**src/rtl/alu_pkg.sv**
```systemverilog
// Shared definitions for the main_alu datapath.
//   OP_*        : opcode encodings on the 2-bit OPCode port
//   ALU_W       : operand/result width (fixed at 8)
//   div_state_t : sequential divider control states
//   alu_res_t   : bundled {Y, Z, O, C} result
//   alu_arith() : single-cycle add/sub/mul result and flags
package alu_pkg;

  localparam int unsigned ALU_W = 8;

  localparam logic [1:0] OP_ADD = 2'b00;
  localparam logic [1:0] OP_SUB = 2'b01;
  localparam logic [1:0] OP_MUL = 2'b10;
  localparam logic [1:0] OP_DIV = 2'b11;

  typedef enum logic {
    DIV_IDLE,
    DIV_RUN
  } div_state_t;

  typedef struct packed {
    logic [ALU_W-1:0] y;
    logic [ALU_W-1:0] z;
    logic             o;
    logic             c;
  } alu_res_t;

  // Combinational result for the three single-cycle operations. The divide
  // opcode returns all zeros; its result comes from the sequential divider.
  function automatic alu_res_t alu_arith(input logic [1:0]       op,
                                         input logic [ALU_W-1:0] a,
                                         input logic [ALU_W-1:0] b);
    alu_res_t           r;
    logic [ALU_W:0]     sum;
    logic [ALU_W:0]     diff;
    logic [2*ALU_W-1:0] prod;
    r    = '0;
    sum  = {1'b0, a} + {1'b0, b};
    diff = {1'b0, a} - {1'b0, b};
    prod = {{ALU_W{1'b0}}, a} * {{ALU_W{1'b0}}, b};
    case (op)
      OP_ADD: begin
        r.y = sum[ALU_W-1:0];
        r.c = sum[ALU_W];
        r.o = (a[ALU_W-1] == b[ALU_W-1]) && (sum[ALU_W-1] != a[ALU_W-1]);
      end
      OP_SUB: begin
        r.y = diff[ALU_W-1:0];
        // Bit 8 of the 9-bit wrapped difference is set exactly when a < b.
        r.c = diff[ALU_W];
        r.o = (a[ALU_W-1] != b[ALU_W-1]) && (diff[ALU_W-1] != a[ALU_W-1]);
      end
      OP_MUL: begin
        r.y = prod[ALU_W-1:0];
        r.z = prod[2*ALU_W-1:ALU_W];
        r.o = |prod[2*ALU_W-1:ALU_W];
        r.c = |prod[2*ALU_W-1:ALU_W];
      end
      default: r = '0;
    endcase
    return r;
  endfunction

endpackage

```
**src/rtl/alu_seq_divider.sv**
```systemverilog
// Restoring shift/subtract divider, one quotient bit per clock.
//   clock, reset : rising-edge clock, synchronous active-high reset
//   start        : load dividend/divisor and begin (honoured only when idle)
//   abort        : drop an in-flight division and return to idle
//   dividend     : numerator captured on start
//   divisor      : denominator captured on start
//   busy         : a division is in progress
//   done         : high for the single cycle whose closing edge performs the
//                  final iteration; quotient/remainder are valid with it
//   quotient     : result of the final step (valid while done)
//   remainder    : result of the final step (valid while done)
//   div0         : the division in progress has a zero divisor
module alu_seq_divider
  import alu_pkg::*;
(
  input  logic             clock,
  input  logic             reset,
  input  logic             start,
  input  logic             abort,
  input  logic [ALU_W-1:0] dividend,
  input  logic [ALU_W-1:0] divisor,
  output logic             busy,
  output logic             done,
  output logic [ALU_W-1:0] quotient,
  output logic [ALU_W-1:0] remainder,
  output logic             div0
);

  localparam logic [2:0] LAST_STEP = 3'(ALU_W - 1);

  div_state_t       state, state_n;
  logic [2:0]       count, count_n;
  logic [ALU_W-1:0] rem, rem_n;
  logic [ALU_W-1:0] quo, quo_n;
  logic [ALU_W-1:0] dvsr, dvsr_n;
  logic             div0_q, div0_n;

  // One restoring step: shift the next dividend bit into the partial
  // remainder and subtract the divisor when it fits.
  logic [ALU_W:0]   shifted;
  logic [ALU_W:0]   trial;
  logic             fits;
  logic [ALU_W-1:0] step_rem;
  logic [ALU_W-1:0] step_quo;

  always_comb begin
    shifted  = {rem, quo[ALU_W-1]};
    trial    = shifted - {1'b0, dvsr};
    fits     = (shifted >= {1'b0, dvsr});
    step_rem = fits ? trial[ALU_W-1:0] : shifted[ALU_W-1:0];
    step_quo = {quo[ALU_W-2:0], fits};
  end

  always_ff @(posedge clock) begin
    if (reset) begin
      state  <= DIV_IDLE;
      count  <= '0;
      rem    <= '0;
      quo    <= '0;
      dvsr   <= '0;
      div0_q <= 1'b0;
    end else begin
      state  <= state_n;
      count  <= count_n;
      rem    <= rem_n;
      quo    <= quo_n;
      dvsr   <= dvsr_n;
      div0_q <= div0_n;
    end
  end

  always_comb begin
    state_n = state;
    count_n = count;
    rem_n   = rem;
    quo_n   = quo;
    dvsr_n  = dvsr;
    div0_n  = div0_q;
    case (state)
      DIV_IDLE: begin
        if (start) begin
          state_n = DIV_RUN;
          count_n = '0;
          rem_n   = '0;
          quo_n   = dividend;
          dvsr_n  = divisor;
          div0_n  = (divisor == '0);
        end
      end
      DIV_RUN: begin
        if (abort) begin
          state_n = DIV_IDLE;
        end else begin
          rem_n   = step_rem;
          quo_n   = step_quo;
          count_n = count + 3'd1;
          if (count == LAST_STEP) state_n = DIV_IDLE;
        end
      end
      default: state_n = DIV_IDLE;
    endcase
  end

  // With a zero divisor every trial subtraction fits, so the algorithm
  // itself yields quotient = all ones and remainder = dividend.
  always_comb begin
    busy      = (state == DIV_RUN);
    done      = (state == DIV_RUN) && (count == LAST_STEP) && !abort;
    quotient  = step_quo;
    remainder = step_rem;
    div0      = div0_q;
  end

endmodule

```
**src/rtl/main_alu.sv**
```systemverilog
// 8-bit four-function ALU: add, sub and mul in one registered cycle,
// divide through a sequential restoring divider.
//   clock  : rising-edge clock
//   reset  : synchronous active-high reset
//   OPCode : 00 add, 01 sub, 10 mul, 11 div
//   A, B   : unsigned operands (dividend, divisor for div)
//   Y      : primary result (sum, difference, low product, quotient)
//   Z      : secondary result (high product, remainder, else 0)
//   O      : signed overflow / multiply high-nonzero / divide-by-zero
//   C      : carry / borrow / multiply high-nonzero
module main_alu
  import alu_pkg::*;
(
  input  logic             clock,
  input  logic             reset,
  input  logic [1:0]       OPCode,
  input  logic [ALU_W-1:0] A,
  input  logic [ALU_W-1:0] B,
  output logic [ALU_W-1:0] Y,
  output logic [ALU_W-1:0] Z,
  output logic             O,
  output logic             C
);

  logic [1:0]       prev_op;
  logic [ALU_W-1:0] cap_a;
  logic [ALU_W-1:0] cap_b;

  logic             is_div;
  logic             launch;
  logic             abort;
  alu_res_t         arith;

  logic             div_busy;
  logic             div_done;
  logic [ALU_W-1:0] div_q;
  logic [ALU_W-1:0] div_r;
  logic             div_zero;

  // A divide is (re)launched only when the divider is idle and the request
  // is new: either the opcode just became div or the operands changed since
  // the last launch. Holding div with the same operands leaves the outputs
  // on the previous quotient/remainder.
  always_comb begin
    is_div = (OPCode == OP_DIV);
    launch = is_div && !div_busy &&
             ((prev_op != OP_DIV) || ({A, B} != {cap_a, cap_b}));
    abort  = div_busy && !is_div;
    arith  = alu_arith(OPCode, A, B);
  end

  alu_seq_divider u_div (
    .clock     (clock),
    .reset     (reset),
    .start     (launch),
    .abort     (abort),
    .dividend  (A),
    .divisor   (B),
    .busy      (div_busy),
    .done      (div_done),
    .quotient  (div_q),
    .remainder (div_r),
    .div0      (div_zero)
  );

  always_ff @(posedge clock) begin
    if (reset) begin
      Y       <= '0;
      Z       <= '0;
      O       <= 1'b0;
      C       <= 1'b0;
      prev_op <= OP_ADD;
      cap_a   <= '0;
      cap_b   <= '0;
    end else begin
      prev_op <= OPCode;
      if (launch) begin
        cap_a <= A;
        cap_b <= B;
      end
      if (!is_div) begin
        // Also covers leaving div mid-division: the new result lands on the
        // same edge that aborts the divider.
        Y <= arith.y;
        Z <= arith.z;
        O <= arith.o;
        C <= arith.c;
      end else if (div_done) begin
        Y <= div_q;
        Z <= div_r;
        O <= div_zero;
        C <= 1'b0;
      end
    end
  end

endmodule

```
**config.mk**
```make
export PLATFORM = sky130hd
export DESIGN_NAME = main_alu
export DESIGN_NICKNAME = d
export VERILOG_FILES = /design/src/rtl/alu_pkg.sv /design/src/rtl/alu_seq_divider.sv /design/src/rtl/main_alu.sv
export SDC_FILE = /design/constraint.sdc
export NUM_CORES = 1
export LEC_CHECK = 0
export ABC_AREA = 0
export BUFFER_PORTS_ARGS = -buffer_cell sky130_fd_sc_hd__buf_2
export CAP_MARGIN = 5
export CORE_MARGIN = 2
export CORE_UTILIZATION = 55
export DETAILED_ROUTE_END_ITERATION = 7
export PLACE_DENSITY_LB_ADDON = 0.15
export SYNTH_ARGS = -nofsm -noshare
export SYNTH_HDL_FRONTEND = slang
export SYNTH_SLANG_ARGS = --single-unit
```
**constraint.sdc**
```tcl
create_clock -name clock -period 6.4 [get_ports clock]
set_input_delay 0.64 -clock clock [delete_from_list [all_inputs] [get_ports clock]]
set_output_delay 0.64 -clock clock [all_outputs]
set_load 0.005 [all_outputs]
```
==> reports/qor.yml <==
synthesis:
  synth-seq-cells: 65
  synthSimpleGateAreaFrac: 0.158
  ys_types: 67
  yosys_warnings: 0
  async_flop_share: 0
  synth_mux_area_frac: 0.0724
  synth_edf_count: 0
  synth_top_family_by_area: "adder cells"
  synth_ff_type: "dfxtp_1"
  synth_fp_nets: 815
  syn_area_per_cell_um2: 8.67
  syn_area_um2: 6020
  synth_compound_area_frac: 0.173
  synthCells: 694
  synth-seq-area-share: 0.216
  synth_fa_ha_area_frac: 0.259
  synth_xor_xnor_area_share: 0.0510
cells_and_area:
  layout_common_cells: "inv_1 (72), dfxtp_1 (65), nor2_1 (63), ha_1 (62), nand2_1 (45)"
  area_delta_synth_final_pct: 7.01
  final_common_cell: "inv_1"
  drive_above_1_share: 0.0994
  antenna_cells: 0
  fin_nets: 830
  layout.core_utilization: 0.599
min_path:
  min_to: "Y[3]$_SDFFE_PP0P_"
  min_path_cells: 2
  holdCritStartpoint: "Y[3]$_SDFFE_PP0P_"
  min_path_type: "flop to flop"
power_and_ir_drop:
  p_comb_frac: 0.509
  p_seq_frac: 0.282
  p_leak_nw: 3.08
  p_int_w: 0.000920
  p_per_area_nw_per_um2: 252
  p_clk_frac: 0.210
  swShare: 0.433
  peakVddDrop_mv: 0.116
  power_switching_w: 0.000703
die:
  pin_count: 38
  rows: 38
  start_util: 0.560
  die_w_um: 109
  die_area_um2: 11800
  dieHeight_um: 109
  design.core.area_um2: 10700
global_route:
  overflow: 0
  grt_pass1_wl_um: 25000
  globalRouteTotalUtil: 0.280
  grt_pass1_vias: 5012
  grt_max_degree: 56
  antenna_found_initial: 0
sta:
  relSlewSlack: 0.317
  finalSetupViolCount: 0
  fin_crit_ns: 5.10
  finalMaxSlewViolations: 0
  tns_ns: 0
  max_freq_mhz: 196
  rsz0062_at_grt: "false"
  fin_worst_skew_ns: 0.00788
  hold_viol_final: 0
  tightest_slew_ns: 1.02
  fin_crit_sh: 0.797
run_status:
  outcome: "finished clean"
clock_network:
  numCtsBuffers: 9
  cts_resized: 0
  postCtsHoldBufs: 0
  cts_root_buffer: "clkbuf_8"
  clkSinkCount: 65
  clk_latency_ns: 0.38
  cts_tree: "done"
  postCtsSetupBuffers: 0
  path_clk_slew_ns: 0.09
  htreeDepth: 3
  clk_path_buf_depth: 2
setup_path:
  path_class: "primary input to flop"
  critical_path_peak_fanout: 12
  timing.rr.start: "cap_a[3]$_SDFFE_PP0P_"
  rrSetupSlack_ns: 3.71
  reg2reg_to: "u_div.rem[5]$_SDFFE_PP0P_"
  crit_arrival_ns: 5.32
  startpoint_type: "primary input"
  end_kind: "flop"
  worstPathRequired_ns: 6.62
  ff2ff_path_depth: 7
detailed_routing:
  dr.first_iter.drc_count: 283
  detail-route-antenna-nets: 0
  drc: 0
  first_pass_iters: 5
  route.vias.total: 5058
  wl_um: 15300
  routedWlPerCell_um: 18.0
  via_per_inst: 5.92
place:
  globalplace.congestion: 0.968
  io_buffers: 37
  dp_hpwl_um: 11500
flow_run:
  maxCapViolations: 0
-- flip-flops by register name (all words and copies together) (netlist names) --
name / count
cap_b: 8
Y: 8
u_div.count: 3
u_div.busy: 1
u_div.dvsr: 8
C: 1
u_div.div0: 1
u_div.rem: 8
prev_op: 2
O: 1
Z: 8
cap_a: 8
u_div.quo: 8
-- metrics by stage --
step / cells / total power [W] / worst slack (ns) / cell area, µm² / hold slack, ns
6_report: 854 / 0.00162 / 1.30 / 6440 / 0.456
5_1_grt: 854 / 0.00176 / 1.12 / 6440 / 0.474
4_1_cts: 854 / 0.00163 / 1.34 / 6440 / 0.456
3_5_place_dp: 838 / 0.00128 / 0.928 / 6260 / 0.444
3_3_place_gp: 838 / 0.00127 / 1.06 / 6260 / 0.438
2_1_floorplan: 694 / 0.00109 / 1.28 / 6020 / 0.436
-- synthesized netlist by cell type (all sizes together) (8+ instances only) --
| library cell | n | share of area |
|---|---|---|
| dfxtp | 65 | 0.22 |
| and2 | 39 | 0.041 |
| a21o | 10 | 0.013 |
| nor2 | 64 | 0.040 |
| xnor2 | 17 | 0.025 |
| nand2 | 45 | 0.028 |
| o31ai | 8 | 0.011 |
| clkbuf | 25 | 0.016 |
| xor2 | 18 | 0.026 |
| nand3 | 8 | 0.0067 |
| ha | 62 | 0.13 |
| o21ai | 31 | 0.026 |
| mux2i | 39 | 0.065 |
| inv | 72 | 0.045 |
| a211oi | 13 | 0.019 |
| a21oi | 30 | 0.027 |
| fa | 39 | 0.13 |
| buf | 11 | 0.0098 |
-- final cells by class --
type | count | area (µm²)
Inverter | 72 | 270
Clock inverter | 7 | 53.8
Timing Repair Buffer | 40 | 208
Tap cell | 140 | 175
Sequential cell | 65 | 1300
Clock buffer | 9 | 124
Fill cell | 964 | 4310
Multi-Input combinational cell | 521 | 4310
-- metal layers --
layer	global-route usage	up-vias	wire length, µm
met5	0	-	0
met4	0.134	0	620
met3	0.0597	43	976
met2	0.453	180	7070
met1	0.356	2423	6670
li1	-	2412	-
-- worst max-delay path, stage by stage --
cell	delay, ns
buf_2	0.19
ha_1	0.29
fa_1	0.57
fa_1	0.45
fa_1	0.54
inv_1	0.06
fa_1	0.52
inv_1	0.04
ha_1	0.22
or3_1	0.41
a211oi_2	0.22
nor3_1	0.10
xor2_1	0.16
or4_1	0.53
o31ai_2	0.23
o211ai_1	0.13
-- power by group through the flow --
stage	sequential, W	combinational [W]	clock, W
floorplan	0.000464	0.000622	0
global placement	0.000466	0.000804	0
detailed placement	0.000467	0.000816	0
CTS	0.000457	0.000822	0.000348
global route	0.000461	0.000932	0.000365
finish	0.000457	0.000826	0.000340
-- cell families (layout without fill, tap and decap cells) --
| family | after synthesis | count (layout) |
|---|---|---|
| flip-flops | 65 | 65 |
| AND/OR/NAND/NOR | 195 | 195 |
| buffers and inverters | 108 | 128 |
| multiplexers | 42 | 42 |
| AO/OA/AOI/OAI | 148 | 148 |
| XOR/XNOR | 35 | 35 |
| adder cells (fa/ha/maj) | 101 | 101 |
-- worst max path at each step --
stage / startpoint / endpoint / slack, ns / depth (start not counted)
6_report: A[4] / C$_SDFFE_PP0P_ / 1.30 / 16
3_3_place_gp: A[1] / C$_SDFFE_PP0P_ / 1.06 / 17
3_5_place_dp: A[4] / C$_SDFFE_PP0P_ / 0.93 / 16
4_1_cts: A[4] / C$_SDFFE_PP0P_ / 1.34 / 16
2_1_floorplan: A[1] / C$_SDFFE_PP0P_ / 1.28 / 17
5_1_grt: A[1] / C$_SDFFE_PP0P_ / 1.12 / 16
(Power assumes the default switching activity.)
